<file path="src/rtl/rvfi_dii_fetch_buffer.sv">
// RVFI-DII fetch injector: serves frontend fetches from a DEPTH-entry instruction FIFO filled by Vengine,
// with same-cycle bypass when empty. Optional `RVFI_DII_FETCH_STATS_EN adds served/killed counters.

package rvfi_dii_fetch_buffer_pkg;
  typedef struct packed {
    int unsigned VLEN;
  } cva6_cfg_t;

  localparam cva6_cfg_t cva6_cfg_empty = '{VLEN: 32};
  localparam int unsigned VLEN = 32;

  typedef struct packed {
    logic [31:0]     cause;
    logic [VLEN-1:0] tval;
    logic            valid;
  } exception_t;

  typedef struct packed {
    logic            req;
    logic            kill_s1;
    logic            kill_s2;
    logic [VLEN-1:0] vaddr;
    exception_t      ex;
  } icache_dreq_t;

  typedef struct packed {
    logic            ready;
    logic            valid;
    logic [31:0]     data;
    logic [VLEN-1:0] vaddr;
    exception_t      ex;
  } icache_drsp_t;

  typedef struct packed {
    logic [31:0] rvfi_insn;
  } rvfi_dii_inst_pack_t;
endpackage

module rvfi_dii_fetch_buffer #(
  parameter rvfi_dii_fetch_buffer_pkg::cva6_cfg_t CVA6Cfg = rvfi_dii_fetch_buffer_pkg::cva6_cfg_empty,
  parameter int unsigned DEPTH = 4,
  parameter type icache_dreq_t        = rvfi_dii_fetch_buffer_pkg::icache_dreq_t,
  parameter type icache_drsp_t        = rvfi_dii_fetch_buffer_pkg::icache_drsp_t,
  parameter type exception_t          = rvfi_dii_fetch_buffer_pkg::exception_t,
  parameter type rvfi_dii_inst_pack_t = rvfi_dii_fetch_buffer_pkg::rvfi_dii_inst_pack_t
) (
  input  logic                        clk_i,
  input  logic                        rst_ni,
  input  logic                        flush_i,
  input  icache_dreq_t                dreq_i,
  output icache_drsp_t                dreq_o,
  input  logic                        rvfi_dii_rtrn_vld_i,
  input  rvfi_dii_inst_pack_t         rvfi_dii_inst_pack_i,
  output logic                        rvfi_dii_data_ready_o,
`ifdef RVFI_DII_FETCH_STATS_EN
  output logic [31:0]                 stat_served_o,
  output logic [31:0]                 stat_killed_o,
`endif
  output logic [$clog2(DEPTH):0]      fifo_count_o
);

  localparam int unsigned PTR_W = $clog2(DEPTH);
  localparam int unsigned CNT_W = PTR_W + 1;
  localparam int unsigned VW    = CVA6Cfg.VLEN;

  typedef enum logic {IDLE, BUSY} state_e;

  // Handshakes: Vengine push happens when rvfi_dii_rtrn_vld_i & rvfi_dii_data_ready_o;
  // a fetch request is taken when dreq_i.req & dreq_o.ready; a response is dreq_o.valid for one cycle.
  state_e              state_q;
  logic [VW-1:0]       vaddr_q;
  exception_t          ex_q;
  logic [31:0]         mem_q [DEPTH];
  logic [PTR_W-1:0]    rd_ptr_q, rd_ptr_d;
  logic [PTR_W-1:0]    wr_ptr_q, wr_ptr_d;
  logic [CNT_W-1:0]    count_q, count_d;

  logic kill, in_busy, has_data, serve, pop, bypass, push_ready, push_store;

  assign kill       = dreq_i.kill_s1 | dreq_i.kill_s2;
  assign in_busy    = (state_q == BUSY);
  assign has_data   = (count_q != '0);
  assign serve      = in_busy & ~kill & ~flush_i & (has_data | rvfi_dii_rtrn_vld_i);
  assign pop        = serve & has_data;
  assign bypass     = serve & ~has_data;
  // A full FIFO still accepts a push in the cycle its head is popped.
  assign push_ready = ~flush_i & ((count_q < CNT_W'(DEPTH)) | pop);
  assign push_store = rvfi_dii_rtrn_vld_i & push_ready & ~bypass;

  assign rvfi_dii_data_ready_o = push_ready;
  assign fifo_count_o          = count_q;

  always_comb begin
    dreq_o       = '0;
    dreq_o.ready = ~in_busy;
    dreq_o.valid = serve;
    dreq_o.data  = has_data ? mem_q[rd_ptr_q] : rvfi_dii_inst_pack_i.rvfi_insn;
    dreq_o.vaddr = vaddr_q;
    dreq_o.ex    = ex_q;
  end

  always_comb begin
    rd_ptr_d = rd_ptr_q;
    wr_ptr_d = wr_ptr_q;
    count_d  = count_q;
    if (flush_i) begin
      rd_ptr_d = '0;
      wr_ptr_d = '0;
      count_d  = '0;
    end else begin
      if (pop)        rd_ptr_d = rd_ptr_q + 1'b1;
      if (push_store) wr_ptr_d = wr_ptr_q + 1'b1;
      count_d = count_q + CNT_W'(push_store) - CNT_W'(pop);
    end
  end

  always_ff @(posedge clk_i) begin
    if (push_store) mem_q[wr_ptr_q] <= rvfi_dii_inst_pack_i.rvfi_insn;
  end

  always_ff @(posedge clk_i or negedge rst_ni) begin
    if (!rst_ni) begin
      state_q  <= IDLE;
      vaddr_q  <= '0;
      ex_q     <= '0;
      rd_ptr_q <= '0;
      wr_ptr_q <= '0;
      count_q  <= '0;
    end else begin
      rd_ptr_q <= rd_ptr_d;
      wr_ptr_q <= wr_ptr_d;
      count_q  <= count_d;
      if (flush_i) begin
        state_q <= IDLE;
      end else begin
        case (state_q)
          IDLE: begin
            if (dreq_i.req && !kill) begin
              state_q <= BUSY;
              vaddr_q <= dreq_i.vaddr;
              ex_q    <= dreq_i.ex;
            end
          end
          BUSY: begin
            // A kill or a delivered response both end the fetch.
            if (kill || serve) state_q <= IDLE;
          end
          default: state_q <= IDLE;
        endcase
      end
    end
  end

`ifdef RVFI_DII_FETCH_STATS_EN
  logic [31:0] served_q, killed_q;

  always_ff @(posedge clk_i or negedge rst_ni) begin
    if (!rst_ni) begin
      served_q <= '0;
      killed_q <= '0;
    end else if (flush_i) begin
      served_q <= '0;
      killed_q <= '0;
    end else begin
      if (serve)          served_q <= served_q + 32'd1;
      if (in_busy && kill) killed_q <= killed_q + 32'd1;
    end
  end

  assign stat_served_o = served_q;
  assign stat_killed_o = killed_q;
`endif

endmodule

</file>
<file path="config.mk">
export PLATFORM = sky130hd
export DESIGN_NAME = rvfi_dii_fetch_buffer
export DESIGN_NICKNAME = d
export VERILOG_FILES = /design/src/rtl/rvfi_dii_fetch_buffer.sv
export SDC_FILE = /design/constraint.sdc
export NUM_CORES = 1
export LEC_CHECK = 0
export ABC_AREA = 1
export BUFFER_PORTS_ARGS = -buffer_cell sky130_fd_sc_hd__buf_2
export CAP_MARGIN = 5
export CORE_MARGIN = 3
export CORE_UTILIZATION = 45
export CTS_BUF_LIST = sky130_fd_sc_hd__clkbuf_4 sky130_fd_sc_hd__clkbuf_8
export CTS_CLUSTER_SIZE = 16
export DETAILED_ROUTE_END_ITERATION = 8
export GPL_ROUTABILITY_DRIVEN = 0
export HOLD_SLACK_MARGIN = 0.12
export MAX_ROUTING_LAYER = met4
export PLACE_DENSITY = 0.7
export SLEW_MARGIN = 20
export SYNTH_ARGS = -nofsm -noshare
export SYNTH_HDL_FRONTEND = slang
export SYNTH_SLANG_ARGS = --single-unit
</file>
<file path="constraint.sdc">
create_clock -name clk_i -period 4.9 [get_ports clk_i]
set_input_delay 0.735 -clock clk_i [delete_from_list [all_inputs] [get_ports clk_i]]
set_output_delay 0.735 -clock clk_i [all_outputs]
set_load 0.005 [all_outputs]
</file>
# After elaboration in Yosys (flattened, before gate mapping)

Memories as Yosys holds them, arrays and structs flattened.
Cells that the tools add are included.

Bits in registers: 105
Memory bits (writable): 128
Bits of input ports: 136
Output and inout port bits: 135
Word-level logic and storage cells: 49
Memories: 1

Add/sub/neg operators: 4
$lt $le $gt $ge: 1
Multiplexer cells: 12
Bitwise gates (word level): 16
Reductions and logical operators: 7

Memory list:

| name  | words | bits a word | read ports | clocked after memory_dff | write ports | RTL line | source |
|---|---|---|---|---|---|---|---|
| mem_q | 4     | 32          | 1          | 0                        | 1           | 73       | `logic [31:0] mem_q [DEPTH];` |

Operator list:

| operator                                                       | count |
|---|---|
| 32-bit 2-to-1 mux                                              | 1 |
| 1-bit AND                                                      | 8 |
| 2-bit 2-to-1 mux                                               | 4 |
| 1-bit 2-to-1 mux                                               | 5 |
| 1-bit inverter                                                 | 5 |
| 2-bit by 1-bit adder with 2-bit output (second input constant) | 2 |
| 2-bit nonzero test                                             | 2 |
| 3-bit by 1-bit adder with 3-bit output                         | 1 |
| 3-bit less-than comparator (second input constant)             | 1 |
| 3-bit 2-to-1 mux                                               | 1 |
| 1-bit bitwise OR                                               | 3 |
| 3-bit AND reduction                                            | 1 |
| 3-bit nonzero test                                             | 1 |
| 3-bit by 1-bit subtractor with 3-bit output                    | 1 |
| 1-bit case mux with 2 select lines                             | 1 |
| 1-bit logical AND                                              | 1 |
| 1-bit zero test                                                | 1 |
| 1-bit logical OR                                               | 1 |

# Logic depth before layout (Yosys ltp)

Word-level depth: 13
Depth in mapped cells: 13
Gate-level depth less buffers: 13

# Worst setup path before layout

No wires, ideal clock.

Path type: in2reg
Start point: input flush_i
End point: memory mem_q[0][0], enable pin
Library setup time: 0.421 ns
Data arrival time: 2.640 ns
Required time: 4.479 ns
Path slack: 1.839 ns
Stages on the path: 7
Path buffers: 0
Cells stage by stage: inv_2 > nand2_1 > nor2_1 > nand2_1 > nand2_2 > nand2_2 > nor2_1

Longest elaborated chain between the ends: 10
Elaborated cells on any way between the ends: 12
Those cells by class: mux (2); bitwise (10)

RTL lines:

| what                                     | RTL line | source |
|---|---|---|
| start: declaration                       | 49       | `input logic flush_i,` |
| 1-bit inverter (no source line) *        | --       |  |
| 1-bit AND (2 in a row)                   | 83       | `assign serve = in_busy & ~kill & ~flush_i & (has_data \| rvfi_dii_rtrn_vld_i);` |
| 1-bit AND                                | 84       | `assign pop = serve & has_data;` |
| 1-bit bitwise OR                         | 87       | `assign push_ready = ~flush_i & ((count_q < CNT_W'(DEPTH)) \| pop);` |
| 1-bit AND                                | 87       |  |
| 1-bit AND                                | 88       | `assign push_store = rvfi_dii_rtrn_vld_i & push_ready & ~bypass;` |
| 1-bit AND *                              | 88       |  |
| 1-bit 2-to-1 mux *                       | 118      | `if (push_store) mem_q[wr_ptr_q] <= rvfi_dii_inst_pack_i.rvfi_insn;` |
| 1-bit 2-to-1 mux (implied by the code) * | 118      |  |
| end: declaration                         | 73       |  |

Mark *: on every way between the ends. The rest lies on a longest branch, timed or not.

==> impl_results.md <==
- Drt wl/cell: between 15 and 20 um
- Syn Nets: 1040
- Clock Tree Buf Depth: 3
- Post-CTS sizing: 0
- Minimum clock period: 3.11 ns
- Minimum hold slack: 0.329 ns
- Setup WS pre-CTS: 1.99 ns
- Worst path max stage delay: slightly above 0.7 ns
- Top cells by count, synth: nor2_1, edfxtp_1, inv_1, nand2_1, dfrtp_1
- Simple-Gate Fraction of Synth Area: about an eighth
- Crit end category: output port
- Total power: between 4 and 5 mW
- Placed standard-cell area: 10900 um^2
- Syn_area_per_cell: 10.6 um^2
- CP max FO: 65
- I/O pins: around 270
- Core Util, Final: 57.9%
- Design Area, Final: around 12000 um^2
- Largest net degree at the start of global routing: around 110
- R2r setup slk: about 2.6 ns
- Slack of the critical path: around 1.8 ns
- Final HPWL DP: 14400 um
- Yosys warning count: 0
- P_leak: around 5.7 nW
- Slew headroom: between 30% and 40%
- Library cells used by synthesis: 24
- Clock Latency Late Sink: roughly 0.52 ns
- Slowest CP cell: inv_2
- Port buffer count: 270
- Area delta synth->final: 25.0%
- Non-Filler Instances: roughly 1500
- Tightest Pin Transition: approximately 1.0 ns
- Fin. max-slew vios: 0
- Setup-failing EPs final: 0
- Nets: between 1000 and 1500
- Worst Skew: between 0.008 and 0.009 ns
- Post-CTS Setup Repair Bufs: 0
- Hold_buf cts: 0
- Grt total ovfl: 0
- TritonCTS Buffers: 40
- WP data arrival: 2.37 ns
- Vias in the first global route: 6430
- Worst r2r src: fifo_count_o[1]
- Worst setup SP type: flip-flop
- Synth top area share: 40.5%
- Initial antenna violation count: 2
- Largest cells by area after synthesis: edfxtp_1, dfrtp_1, nor2_1, o21ai_0, inv_1
- Most frequent cell after synthesis: nor2_1
- Reg2reg path depth: 12
- Max Cap Viol: 0
- DRC violations left: 0
- Core Area: just over 20000 um^2
- Largest family of logic cells by synthesized area: simple AND/OR/NAND/NOR gates
- Starting density of the core: between 40% and 50%
- Final WL: roughly 22000 um
- Fillers: 1769
- DR iter-0 viols: around 410
- Number of H-tree levels: 2
- Post-synth top flop: edfxtp_1
- First-pass GRT wire length: roughly 34000 um
- CTS tree: yes
- Worst vdd ir: around 0.23 mV
- Adder-cell share of the synthesized area: between 1 and 1.5%
- Post-synthesis register bit count: 233
- Via Count: 6881
- Synth async-reset ratio: between 40% and 50%
- Synth Area in Compound Gates: approximately 11%
- Period utilization: a little under two thirds
- Cell Area, Synth: between 9000 and 10000 um^2
- Full die area: between 20000 and 25000 um^2
- Cell Count Post-Placement: ~1400
- Share of cells above drive strength 1: ~30%
- Xor/xnor cell area share of the yosys netlist: 0.0923%
- DRT antenna net count: 0
- CP Data Required Time: between 4 and 5 ns
- Fmax: ~320 MHz
- Clk Tree Root Cell: clkbuf_8
- Die height: 151 um
- PwrDens: 410 nW/um^2
- Unrepaired setup endpoints after global routing: no
- Mapped Cells: about 900
- Row Count: between 50 and 60
- Clk pin slew, worst setup/hold paths: ~0.06 ns
- Outcome: completed
- First-pass DRT Iterations: 4
- Clock sinks: between 200 and 250
- Setup TNS: 0 ns
- Critical path class: reg2out
- Hold/Removal Path Class: in2async
- Post-synth EDFFs: 128
- Via/cell ratio: between 4 and 5
- Crit path cell chain: inv_2 -> o21ai_0 -> a31oi_1 -> buf_2
- DIE WIDTH: ~150 um
- Hold Fails Final Rpt: 0
- Worst R2R End: fifo_count_o[2]
- Yosys top cell by area: edfxtp_1
- Tot GR Track Use: about a fifth
- Sequential area share after synthesis: between 60% and 70%
- Post-synthesis mux area share: 0%
## worst max-delay path, delay by kind of cell (launching register included)
kind,cells,cell delay [ns]
AO/OA/AOI/OAI,2,0.54
buffers and inverters,2,0.90
flip-flops,1,0.40
## state kept, by name, summed over array words and instances (netlist names)
signal and cells:
wr_ptr_q 2, mem_q 128, in_busy 1, dreq_o 65, fifo_count_o 3, vaddr_q 32, rd_ptr_q 2
## how the worst max path moves through the flow
| stage | from | endpoint | slack (ns) | cells past startpoint |
|---|---|---|---|---|
| final | rd_ptr_q[0] | dreq_o[124] | 1.79 | 4 |
| after CTS | rd_ptr_q[0] | dreq_o[124] | 1.70 | 4 |
| after global placement | flush_i | mem_q[1][30] | 2.06 | 8 |
| after global routing | rd_ptr_q[0] | dreq_o[124] | 1.57 | 4 |
| after floorplan | flush_i | mem_q[0][0] | 1.84 | 7 |
| after detailed placement | flush_i | mem_q[1][21] | 1.99 | 8 |
## area by class of cell
cell class                 count  area, um^2  area share, %
sequential                   233        6470           54.6
multi-input combinational    498        2300           19.4
timing repair buffer         277        1450           12.2
clock buffer                  63         761           6.42
inverter                     116         435           3.67
tap                          270         338           2.85
clock inverter                 9        97.6          0.823
antenna                        2        5.00         0.0422
## power breakdown
part,internal (mW),total (mW),switching [mW]
sequential,2.27,2.36,0.0946
clock,1.09,1.83,0.738
combinational,0.302,0.674,0.372
## layout by cell type, fill, tap and decap left out, types with 4 or more instances in the layout
cell type / Yosys / routed
buf_2: 15 / 269
nor2_1: 173 / 169
edfxtp_1: 128 / 128
inv_1: 113 / 113
nand2_1: 110 / 109
dfrtp_1: 105 / 104
o21ai_0: 93 / 93
o21ai_1: 71 / 71
clkbuf_8: 0 / 46
a31oi_1: 32 / 32
clkbuf_4: 0 / 17
ha_1: 6 / 6
buf_4: 15 / 5
nor2_4: 0 / 4
clkinv_1: 0 / 4
## logic make-up after synthesis
| group | Yosys count |
|---|---|
| AND/OR/NAND/NOR | 292 |
| adder cells (fa/ha/maj) | 7 |
| buffers and inverters | 166 |
| XOR/XNOR | 1 |
| AO/OA/AOI/OAI | 198 |
| flip-flops | 233 |
## per-layer routing
layer / vias up / part of all wire, % / track usage (%)
met1: 3123 / 41 / 24.3
li1: 3481 / - / -
met3: 29 / 8.7 / 6.31
met2: 248 / 49 / 31.7
met5: - / 0 / -
met4: 0 / 1.4 / 4.94
(Power assumes the default switching activity.)
